<file path="config.mk">
export PLATFORM = sky130hd
export DESIGN_NAME = stallcontroller
export DESIGN_NICKNAME = d
export VERILOG_FILES = /design/src/rtl/stall_pkg.sv /design/src/rtl/muldiv_busy_counter.sv /design/src/rtl/stallcontroller.sv
export SDC_FILE = /design/constraint.sdc
export NUM_CORES = 1
export LEC_CHECK = 0
export ABC_AREA = 1
export ABC_CLOCK_PERIOD_IN_PS = 1700
export BUFFER_PORTS_ARGS = -buffer_cell sky130_fd_sc_hd__buf_2
export CAP_MARGIN = 15
export CORE_MARGIN = 3
export CORE_UTILIZATION = 40
export DETAILED_ROUTE_END_ITERATION = 6
export GPL_TIMING_DRIVEN = 1
export SYNTH_ARGS = -nofsm -noshare
export SYNTH_HDL_FRONTEND = slang
export SYNTH_HIERARCHICAL = 1
export SYNTH_SLANG_ARGS = --single-unit
</file>
<file path="constraint.sdc">
create_clock -name clk -period 1.7 [get_ports clk]
set_input_delay 0.255 -clock clk [delete_from_list [all_inputs] [get_ports clk]]
set_output_delay 0.255 -clock clk [all_outputs]
set_load 0.01 [all_outputs]
</file>
<file path="src/rtl/stall_pkg.sv">
// rtl/stall_pkg.sv - shared types and constants for the semiMIPS stall controller
package stall_pkg;

    // Mul/div tracker states
    typedef enum logic {
        RUN    = 1'b0,
        MDBUSY = 1'b1
    } md_state_t;

    // Register 0 is hardwired to zero, so it never carries a real dependency
    localparam logic [4:0] REG_ZERO = 5'd0;

    // Default mul/div latency in cycles
    localparam int MDLAT_DEFAULT = 32;

    // Width of the mul/div down-counter
    localparam int CNT_W = 8;

    // True when a producer register feeds either decode source operand
    function automatic logic feeds_decode(
        input logic [4:0] producer,
        input logic [4:0] rs,
        input logic [4:0] rt
    );
        return (producer != REG_ZERO) && ((producer == rs) || (producer == rt));
    endfunction

endpackage

</file>
<file path="src/rtl/muldiv_busy_counter.sv">
// rtl/muldiv_busy_counter.sv - mul/div busy tracker: RUN/MDBUSY FSM with latency down-counter
module muldiv_busy_counter
    import stall_pkg::*;
#(
    parameter int MDLAT = MDLAT_DEFAULT
) (
    input  logic clk,
    input  logic reset,
    input  logic MulDivStartE,
    output logic Busy
);

    // Loaded on issue; the busy window ends on the edge that sees zero,
    // which gives exactly MDLAT busy cycles.
    localparam logic [CNT_W-1:0] CNT_LOAD = CNT_W'(MDLAT - 1);

    md_state_t        state;
    md_state_t        state_next;
    logic [CNT_W-1:0] cnt;
    logic [CNT_W-1:0] cnt_next;

    // State and counter registers, cleared asynchronously so a reset mid-operation aborts the window
    always_ff @(posedge clk or posedge reset) begin
        if (reset) begin
            state <= RUN;
            cnt   <= '0;
        end else begin
            state <= state_next;
            cnt   <= cnt_next;
        end
    end

    // Next-state and counter update; a start while busy is ignored since decode already stalls it
    always_comb begin
        state_next = state;
        cnt_next   = '0;
        case (state)
            RUN: begin
                if (MulDivStartE) begin
                    state_next = MDBUSY;
                    cnt_next   = CNT_LOAD;
                end
            end
            MDBUSY: begin
                if (cnt == '0) begin
                    state_next = RUN;
                end else begin
                    cnt_next = cnt - 1'b1;
                end
            end
            default: begin
                state_next = RUN;
            end
        endcase
    end

    // Busy is a pure decode of the state
    always_comb begin
        Busy = (state == MDBUSY);
    end

endmodule

</file>
<file path="src/rtl/stallcontroller.sv">
// rtl/stallcontroller.sv - semiMIPS hazard detection, fetch/decode enables, execute flush and stall counter
module stallcontroller
    import stall_pkg::*;
#(
    parameter int MDLAT = MDLAT_DEFAULT,
    parameter int SCW   = 16
) (
    input  logic           clk,
    input  logic           reset,
    input  logic [4:0]     RsD,
    input  logic [4:0]     RtD,
    input  logic           BranchD,
    input  logic           HiLoUseD,
    input  logic [4:0]     RtE,
    input  logic [4:0]     WriteRegE,
    input  logic           MemtoRegE,
    input  logic           RegWriteE,
    input  logic [4:0]     WriteRegM,
    input  logic           MemtoRegM,
    input  logic           MulDivStartE,
    output logic           PCEn,
    output logic           FDEn,
    output logic           FlushE,
    output logic           Busy,
    output logic [SCW-1:0] StallCount
);

    localparam logic [SCW-1:0] SC_ONE = SCW'(1);
    localparam logic [SCW-1:0] SC_MAX = '1;

    logic lwstall;
    logic branchstall;
    logic mdstall;
    logic stall;
    logic md_busy;

    muldiv_busy_counter #(
        .MDLAT(MDLAT)
    ) u_muldiv_busy_counter (
        .clk         (clk),
        .reset       (reset),
        .MulDivStartE(MulDivStartE),
        .Busy        (md_busy)
    );

    // Hazard terms: load-use, branch operand still in flight (E or M), and HI/LO read while mul/div runs
    always_comb begin
        lwstall     = MemtoRegE && feeds_decode(RtE, RsD, RtD);
        branchstall = BranchD &&
                      ((RegWriteE && feeds_decode(WriteRegE, RsD, RtD)) ||
                       (MemtoRegM && feeds_decode(WriteRegM, RsD, RtD)));
        mdstall     = md_busy && HiLoUseD;
        stall       = lwstall || branchstall || mdstall;
    end

    // Pipeline controls; reset forces a frozen front end with a flushed execute stage
    always_comb begin
        if (reset) begin
            PCEn   = 1'b0;
            FDEn   = 1'b0;
            FlushE = 1'b1;
            Busy   = 1'b0;
        end else begin
            PCEn   = ~stall;
            FDEn   = ~stall;
            FlushE = stall;
            Busy   = md_busy;
        end
    end

    // Saturating stall-cycle counter: one count per stalled edge regardless of how many causes
    always_ff @(posedge clk or posedge reset) begin
        if (reset) begin
            StallCount <= '0;
        end else if (stall && (StallCount != SC_MAX)) begin
            StallCount <= StallCount + SC_ONE;
        end
    end

endmodule
</file>
==> results of run 1 <==
==> report_power, final <==
| part | switching [W] | internal [W] |
|---|---|---|
| Clock | 0.000209 | 0.000167 |
| Sequential | 0.000185 | 0.000760 |
| Combinational | 0.000722 | 0.000505 |
| Total | 0.00112 | 0.00143 |
==> critical path, delay by kind of cell (launching register included) <==
family	cells	cell delay [ps]
DFF	1	450
and+or+nand+nor	3	260
buffers and inverters	2	170
AOI/OAI and AO/OA	1	190
==> cells in the mapped netlist, drive strengths merged <==
library cell / count / share of area
nand2: 123 / 0.23
inv: 48 / 0.086
nor2: 33 / 0.065
nand3: 31 / 0.079
dfrtp: 25 / 0.30
xor2: 16 / 0.067
xnor2: 9 / 0.038
nand4: 8 / 0.031
nor3: 7 / 0.027
buf: 5 / 0.020
o21ai: 4 / 0.015
o21bai: 4 / 0.014
ha: 2 / 0.012
a211oi: 1 / 0.0036
a21boi: 1 / 0.0054
nand3b: 1 / 0.0036
nor4: 1 / 0.0030
==> placed cells by master, fill, tap and decap left out, types with 3 or more instances in the layout <==
master | Yosys | routed
buf_2 | 1 | 52
buf_4 | 2 | 12
clkbuf_8 | 0 | 3
dfrtp_1 | 25 | 24
inv_1 | 42 | 42
inv_2 | 6 | 6
nand2_1 | 119 | 118
nand2_2 | 3 | 3
nand3_1 | 29 | 29
nand4_1 | 7 | 7
nor2_1 | 28 | 26
nor2_2 | 5 | 5
nor3_1 | 4 | 4
o21bai_1 | 4 | 4
xnor2_1 | 9 | 9
xor2_1 | 16 | 16
==> registers in the layout, summed over array words and instances, names as in the netlist <==
name and flops:
u_muldiv_busy_counter/Busy 1, StallCount 16, u_muldiv_busy_counter/cnt 8
==> area by class of cell <==
| class | instances | area share |
|---|---|---|
| repair buffers | 65 | 0.1391 |
| clock buffers | 3 | 0.01593 |
| multi-input cells | 241 | 0.4983 |
| flip-flops and latches | 25 | 0.2419 |
| inverters | 48 | 0.06953 |
| well taps | 67 | 0.03235 |
| clock inverters | 1 | 0.002897 |
==> timing repair <==
item,4_1_cts,5_1_grt
hold buffers,1,0
resized for setup,1,12
pin swaps,0,4
setup buffers,0,3
hold endpoints to repair,9,0
setup endpoints to repair,1,19
==> cell families (layout without fill, tap and decap cells) <==
group           count (synthesis)  after routing  share of synthesized area
compound gates                 10             10                    0.03839
xor+xnor                       25             25                     0.1050
fa+ha+maj                       2              2                    0.01200
buf+inv                        53            117                     0.1068
flops                          25             25                     0.2999
simple gates                  204            204                     0.4379
==> per-stage QoR <==
| step | hold WS, ps | cells | worst slack [ps] | utilization | cell area [sq um] |
|---|---|---|---|---|---|
| after floorplan | 82.92 | 319 | 119.5 | - | 2086 |
| after global placement | 274.8 | 442 | 5.770 | 0.5031 | 2455 |
| after detailed placement | 275.7 | 442 | -2.769 | 0.5031 | 2455 |
| after CTS | 246.4 | 447 | 38.38 | 0.5156 | 2516 |
| after global routing | 259.6 | 450 | -10.39 | 0.5310 | 2591 |
| final | 247.7 | 450 | 96.40 | 0.5310 | 2591 |
==> worst max-delay path by stage <==
stage / from / to / slack, ps / depth (start not counted)
5_1_grt: StallCount[0] / StallCount[12] / -10 / 7
2_1_floorplan: StallCount[0] / StallCount[6] / 120 / 7
4_1_cts: RtE[0] / FlushE / 40 / 10
3_3_place_gp: RtE[0] / FlushE / 6 / 10
6_report: u_muldiv_busy_counter/Busy / FlushE / 100 / 6
3_5_place_dp: RtE[0] / FlushE / -3 / 10
==> metal layers <==
metal	share of wire	global-route usage	vias to the layer above	routed length (um)
li1	-	-	1117	-
met3	0.055	0.02523	5	282
met5	0	0	-	0
met4	0.012	0.05245	0	63
met1	0.50	0.2555	917	2573
met2	0.43	0.2825	50	2186
==> key figures, run 1 <==
Status
  • Status: finished clean

Timing
  • Fin crit period: 1604 ps
  • Worst slew pin tran: 641.5 ps
  • Slew headroom: 0.5719
  • Final setup violation count: 0
  • Setup TNS: 0 ps
  • Fmax: 623.6 MHz
  • Final setup skew: 11.37 ps
  • Unrepaired setup endpoints after global routing: yes
  • Final period util: 0.9433
  • Fin. Hold Viols: 0
  • Pins Over Slew Limit: 0

Cells and area
  • ANT cells: 0
  • Final net count: 419
  • Area delta synth->final: 24.24%
  • Footprint of the multi-input gates: 0.001291 sq mm
  • # fillers: 528
  • Reg area: 626.9 sq um
  • Share of post-route cells with drive strength above 1: 0.2559

Pwr
  • PwrDens: 983.2 mW/mm^2
  • P_leak: 1.483 nW
  • Design Power: 0.002548 W
  • Peak VDD IR: 0.6438 mV

Critical path
  • Critical Path AT: 1350 ps
  • Required time worst endpoint: 1440 ps
  • R2R cell count: 7
  • Worst reg2reg endpoint: StallCount[12]
  • Critical Path, Cell by Cell: nand2_1, a21boi_2, nand2_4, nor2_4, inv_1, buf_2
  • Crit end category: output pin
  • CP max stage delay: 450 ps
  • CP Max Fanout: 4
  • Startpoint types: flop
  • Critical path class: flop to output pin
  • Worst path slowest cell: dfrtp_2
  • Worst R2R Setup Slack: 100 ps
  • Worst r2r src: StallCount[1]

Clock tree
  • Root Buffer: clkbuf_8
  • Clk_lat worst skew: 280 ps
  • Clk buf depth: 2
  • CTS Sinks: 25
  • Reg clk slew, reported paths: 90 ps
  • CTS tree: built
  • H-Tree Level Count: 1
  • Clock buffer count from CTS: 3

Route
  • Post-DRT Antenna Nets: 0
  • WL final: 5.106 mm
  • Vias: 2089
  • # DRC: 0
  • WL/cell: 11.35 um
  • TritonRoute pass-1 iters: 4
  • DR iter-0 viols: 75
  • Number of vias per cell: 4.642

Logic synthesis
  • Register bit total from synthesis: 25
  • Synth unique cells: 28
  • Syn Area/Cell: 6.538 sq um
  • Register area share after synthesis: 0.2999
  • Mapped Nets: 354
  • Post-Syn Area: 0.002086 sq mm
  • Synthesized instance count: 319
  • Yosys Warn Count: 6

GRT
  • Initial antenna violation count: 0
  • GRT Overall Usage: 0.1794
  • Global-route wire length before repair: 8.838 mm
  • Largest net degree at the start of global routing: 17
  • Vias in the first global route: 1950
  • Grt total ovfl: 0

Floorplanning
  • Die height: 78.21 um
  • Starting density of the core: 0.4274
  • IO Count: 53
  • Die area: 0.006117 sq mm
  • FP Rows: 25
  • Die Width: 78.21 um
  • Core Region: 0.004880 sq mm

Worst hold path
  • Worst min path class: input pin to flop
  • Hold EP: u_muldiv_busy_counter/cnt[2]
  • Min-Delay Startpoint: MulDivStartE
  • Worst hold path depth: 3

Place
  • IO Port Bufs: 52
  • Final HPWL DP: 4.156 mm
  • GPL Wtd Cong: 0.8442

Flow run
  • Max Cap Viol: 0
Power figures use the tool's default switching activity.
==> inputs of run 2 (changes only) <==
Settings changed: ABC_AREA 1 to default, PLACE_DENSITY from default to 0.66.
==> key figures, run 2 <==
Status
  • Status: finished with violations
  • Violated checks: negative setup slack

Logic synthesis
  • Most frequent cell after synthesis: xnor2_1
  • Post-Syn Area: 0.001593 sq mm
  • Largest cells by area after synthesis: dfrtp_1 (39%), xnor2_1 (25%), nand3_1 (4.4%)
  • Synth unique cells: 35
  • Register bit total from synthesis: 25
  • Post-synth top flop: dfrtp_1
  • Synthesized instance count: 165
  • EDFF count, synth: 0
  • Syn Area/Cell: 9.653 sq um
  • Async set-reset flop share out of synthesis: 1.000
  • Mapped Nets: 200
  • Yosys top cell by area: dfrtp_1
  • Register area share after synthesis: 0.3928
  • Yosys Warn Count: 6
  • Commonest cells post-synth: xnor2_1 (46), dfrtp_1 (25), nand2_1 (14), nand3_1 (14), inv_1 (8)
  • Share of the synthesized area in the top cell type: 0.3928

Route
  • Met2 routed WL: 2.143 mm
  • WL final: 4.037 mm
  • Top routing layer used: met4
  • Metal-1 WL: 1.729 mm
  • # DRC: 0
  • Vias: 1492
  • Met3 routed WL: 135 um
  • TritonRoute pass-1 iters: 4
  • Post-DRT Antenna Nets: 0
  • Number of vias per cell: 5.041
  • WL/cell: 13.64 um
  • DR iter-0 viols: 72

Timing
  • Fin. Hold Viols: 0
  • Setup ws final: -218.3 ps
  • Final setup skew: 2.776 ps
  • Unrepaired setup endpoints after global routing: yes
  • Final hold slack: 301.4 ps
  • Fin crit period: 1918 ps
  • Pins Over Slew Limit: 0
  • Final setup violation count: 7
  • Fmax: 521.3 MHz
  • Worst slew pin tran: 601.9 ps
  • Slew headroom: 0.5983
  • Final period util: 1.128

Pwr
  • P_leak: 1.072 nW
  • PwrDens: 1095 mW/mm^2
  • Peak VDD IR: 1.083 mV

Clock tree
  • H-Tree Level Count: 1
  • Clock buffer count from CTS: 3
  • Clk_lat worst skew: 260 ps
  • Clk buf depth: 2
  • Root Buffer: clkbuf_8
  • CTS tree: built
  • Reg clk slew, reported paths: 80 ps
  • CTS Sinks: 25

GRT
  • GRT Overall Usage: 0.1619
  • Vias in the first global route: 1435
  • Grt total ovfl: 0
  • Initial antenna violation count: 0
  • Global-route wire length before repair: 6.465 mm
  • Largest net degree at the start of global routing: 17

Cells and area
  • Number of flip-flops in the largest register: 16
  • Post-route insts no fill: 296
  • Commonest non-fill, non-tap cell in the layout: buf_2
  • Most frequent cells in the layout: buf_2 (50), xnor2_1 (43), buf_4 (26)
  • Area delta synth->final: 44.23%
  • Final net count: 284
  • Finished Core Util: 0.6136
  • Share of post-route cells with drive strength above 1: 0.4194
  • Top reg by flops: StallCount
  • ANT cells: 0

Place
  • IO Port Bufs: 52
  • Final HPWL DP: 3.103 mm
  • Placed cells: 287
  • GPL Wtd Cong: 0.9021
  • Dpl ws: -344.0 ps

Floorplanning
  • Die height: 69.10 um
  • FP Rows: 22
  • Die Width: 69.10 um
  • Core Region: 0.003744 sq mm
  • IO Count: 53
  • Die area: 0.004775 sq mm
  • Starting density of the core: 0.4255

Worst hold path
  • Worst min path class: input pin to flop

Flow run
  • Max Cap Viol: 0

Critical path
  • Crit end category: output pin
  • Critical Path AT: 1660 ps
  • Critical path class: input pin to output pin
  • CP Max Fanout: 3
  • Required time worst endpoint: 1440 ps
  • Startpoint types: input pin
run 2: cell count changes after synthesis, sizes merged, moves of 3 or more:
cell / delta
inv: -40
o22ai: +3
nand2: -109
a21oi: +4
o21bai: -4
nand3: -17
xor2: -14
nor3: -3
nor2: -29
or3: +3
xnor2: +37
buf: -3
run 2: repair_timing:
action | in CTS | in global routing
gates resized for setup | 7 | 12
setup buffers | 2 | 2
pin swaps | 2 | 3
cloned | 0 | 1
hold endpoints to repair | 9 | 0
setup endpoints to repair | 18 | 18
hold buffers | 1 | 0
run 2: metrics by stage:
stage | power (W) | setup TNS, ps | cell area [sq um]
after floorplan | 0.001595 | -12.77 | 1609
after global placement | 0.002067 | -4621 | 2091
after detailed placement | 0.002080 | -4903 | 2091
after CTS | 0.002445 | -749.6 | 2191
after global routing | 0.002729 | -1421 | 2297
final | 0.002515 | -771.0 | 2297
run 2: power by group:
group	switching, W	internal [W]	leakage, nW
clock	0.000176	0.000164	0.0255
combinational	0.000616	0.000655	0.723
sequential	0.000132	0.000772	0.324
run 2: layer usage:
layer  GRT usage  vias up
met5           0        -
met4     0.02169        0
met3     0.02770        4
met2      0.2850       30
met1      0.2125      710
li1            -      748
run 2: worst paths after layout:
path                          startpoint                            to  slack [ps]  cells past startpoint
max                         WriteRegE[0]                        FlushE        -220                      8
min                         MulDivStartE    u_muldiv_busy_counter/Busy         300                      3
max reg2reg                StallCount[7]                 StallCount[5]         -80                      8
min reg2reg                StallCount[5]                 StallCount[5]         510                      1
max in group asynchronous          reset                 StallCount[5]         660                      3
min in group asynchronous          reset  u_muldiv_busy_counter/cnt[7]         540                      3
run 2: worst max-delay path, cell delays in order:
cell     delay [ps]
buf_8            90
or3_1           370
o311a_1         320
a22oi_2         230
nand2_2         100
nor2_4          120
inv_1            40
buf_2           130
run 2: layout make-up:
class,count,area (sq um)
well taps,48,60.06
fillers,320,1446
inverters,8,30.03
repair buffers,81,526.8
multi-input cells,130,1008
clock buffers,3,41.29
clock inverters,1,5.005
flip-flops and latches,25,625.6
run 2: cell families after synthesis:
family	share of synthesized area
AND/OR/NAND/NOR	0.1948
XOR/XNOR	0.2639
flip-flops	0.3928
AO/OA/AOI/OAI	0.09505
buffers and inverters	0.03064
adder cells (fa/ha/maj)	0.01571
multiplexers	0.007069
==> inputs of run 3 (changes only) <==
Settings changed: MAX_ROUTING_LAYER from default to met4.
==> key figures, run 3 (same netlist as run 2, synthesis figures left out) <==
Flow run
  • Max Cap Viol: 0

Critical path
  • CP max stage delay: 370 ps
  • Critical Path, Cell by Cell: buf_8, or3_1, o311a_1, a22oi_2, nand2_2, nor2_4, inv_1, buf_2
  • Worst r2r src: StallCount[7]
  • Worst R2R Setup Slack: -80 ps
  • Startpoint types: input pin
  • Critical path class: input pin to output pin
  • R2R cell count: 8
  • Critical Path AT: 1670 ps
  • Required time worst endpoint: 1440 ps
  • Crit end category: output pin
  • CP Max Fanout: 3
  • Worst path slowest cell: or3_1
  • Worst reg2reg endpoint: StallCount[5]

Place
  • DP Area: 0.002091 sq mm
  • IO Port Bufs: 52
  • GPL Wtd Cong: 0.9176
  • Final HPWL DP: 3.103 mm
  • Dpl ws: -344.0 ps

Clock tree
  • Clk buf depth: 2
  • Root Buffer: clkbuf_8
  • Reg clk slew, reported paths: 80 ps
  • H-Tree Level Count: 1
  • CTS Sinks: 25
  • Clk_lat worst skew: 260 ps
  • Clock buffer count from CTS: 3
  • CTS tree: built

Worst hold path
  • Worst min path class: input pin to flop
  • Worst hold path depth: 3
  • Min-Delay Startpoint: MulDivStartE
  • Hold EP: u_muldiv_busy_counter/Busy

Cells and area
  • Finished Cell Area: 0.002297 sq mm
  • ANT cells: 0
  • Commonest non-fill, non-tap cell in the layout: buf_2
  • Top reg by flops: StallCount
  • Area delta synth->final: 44.23%
  • Number of flip-flops in the largest register: 16
  • Final net count: 284
  • Share of post-route cells with drive strength above 1: 0.4194
  • Most frequent cells in the layout: buf_2 (50), xnor2_1 (43), buf_4 (26)

Pwr
  • Peak VDD IR: 1.085 mV
  • P_leak: 1.072 nW
  • PwrDens: 1096 mW/mm^2

Floorplanning
  • FP Rows: 22
  • Die height: 69.10 um
  • Die Width: 69.10 um
  • Die area: 0.004775 sq mm
  • Core Region: 0.003744 sq mm
  • IO Count: 53
  • Starting density of the core: 0.4255

Route
  • Post-DRT Antenna Nets: 0
  • WL final: 4.049 mm
  • WL/cell: 13.68 um
  • Number of vias per cell: 5.041
  • TritonRoute pass-1 iters: 4
  • Vias: 1492
  • # DRC: 0
  • DR iter-0 viols: 71

Timing
  • Final setup skew: 1.697 ps
  • Setup ws final: -229.0 ps
  • Final setup violation count: 7
  • Slew headroom: 0.5966
  • Fin crit period: 1929 ps
  • Worst slew pin tran: 604.4 ps
  • Unrepaired setup endpoints after global routing: yes
  • Fmax: 518.4 MHz
  • Final period util: 1.135
  • Fin. Hold Viols: 0
  • Final hold slack: 300.3 ps
  • Pins Over Slew Limit: 0

GRT
  • Largest net degree at the start of global routing: 17
  • Vias in the first global route: 1435
  • Global-route wire length before repair: 6.465 mm
  • GRT Overall Usage: 0.1665
  • Grt total ovfl: 0
  • Initial antenna violation count: 0

Status
  • Status: finished with violations
  • Violated checks: negative setup slack
==> run 3: cell counts in the layout (fill, tap and decap cells not counted) <==
Identical to the previous run, type by type.
==> run 3: worst max path at each step <==
stage / from / end / depth (start not counted)
after floorplan: WriteRegE[0] / PCEn / 6
after global placement: RtD[3] / StallCount[1] / 7
after detailed placement: RtE[0] / StallCount[5] / 8
after CTS: WriteRegE[0] / FlushE / 8
after global routing: WriteRegE[0] / FlushE / 8
final: WriteRegE[0] / FlushE / 8
==> run 3: critical path: cells and delay by family <==
kind | cells | cell delay, ps
AOI/OAI and AO/OA | 2 | 550
buffers and inverters | 3 | 270
and+or+nand+nor | 3 | 600
==> run 3: metal layers <==
metal	part of all wire	wire length [um]	vias up	track usage
li1	-	-	749	-
met1	0.43	1755	714	0.2125
met2	0.53	2152	25	0.2850
met3	0.027	111	4	0.02770
met4	0.0072	29	0	0.02169
met5	0	0	-	-
==> run 3: final cells by class <==
| type | instances | area [sq um] |
|---|---|---|
| fill | 320 | 1446 |
| multi-input combinational | 130 | 1008 |
| sequential | 25 | 625.6 |
| timing repair buffer | 81 | 526.8 |
| tap | 48 | 60.06 |
| clock buffer | 3 | 41.29 |
| inverter | 8 | 30.03 |
| clock inverter | 1 | 5.005 |
==> run 3: per-stage QoR <==
stage	std cells	TNS (ps)	util	power, W
3_3_place_gp	287	-4621	0.5585	0.002067
3_5_place_dp	287	-4903	0.5585	0.002080
4_1_cts	294	-749.6	0.5852	0.002445
6_report	296	-795.9	0.6136	0.002517
5_1_grt	296	-1421	0.6136	0.002729
2_1_floorplan	165	-12.77	-	0.001595
==> run 3: where the power goes <==
group	leakage, nW	total, W	internal, W	switching (W)
clock network	0.0255	0.000342	0.000164	0.000178
logic	0.723	0.00127	0.000655	0.000616
registers	0.324	0.000905	0.000772	0.000132
==> run 3: repair_timing <==
item                                    CTS  global route
gates resized for setup                   7            12
endpoints found under the hold margin     9             0
endpoints found under the setup margin   18            18
buffers inserted                          2             2
hold buffers                              1             0
cloned                                    0             1
pin swaps                                 2             3
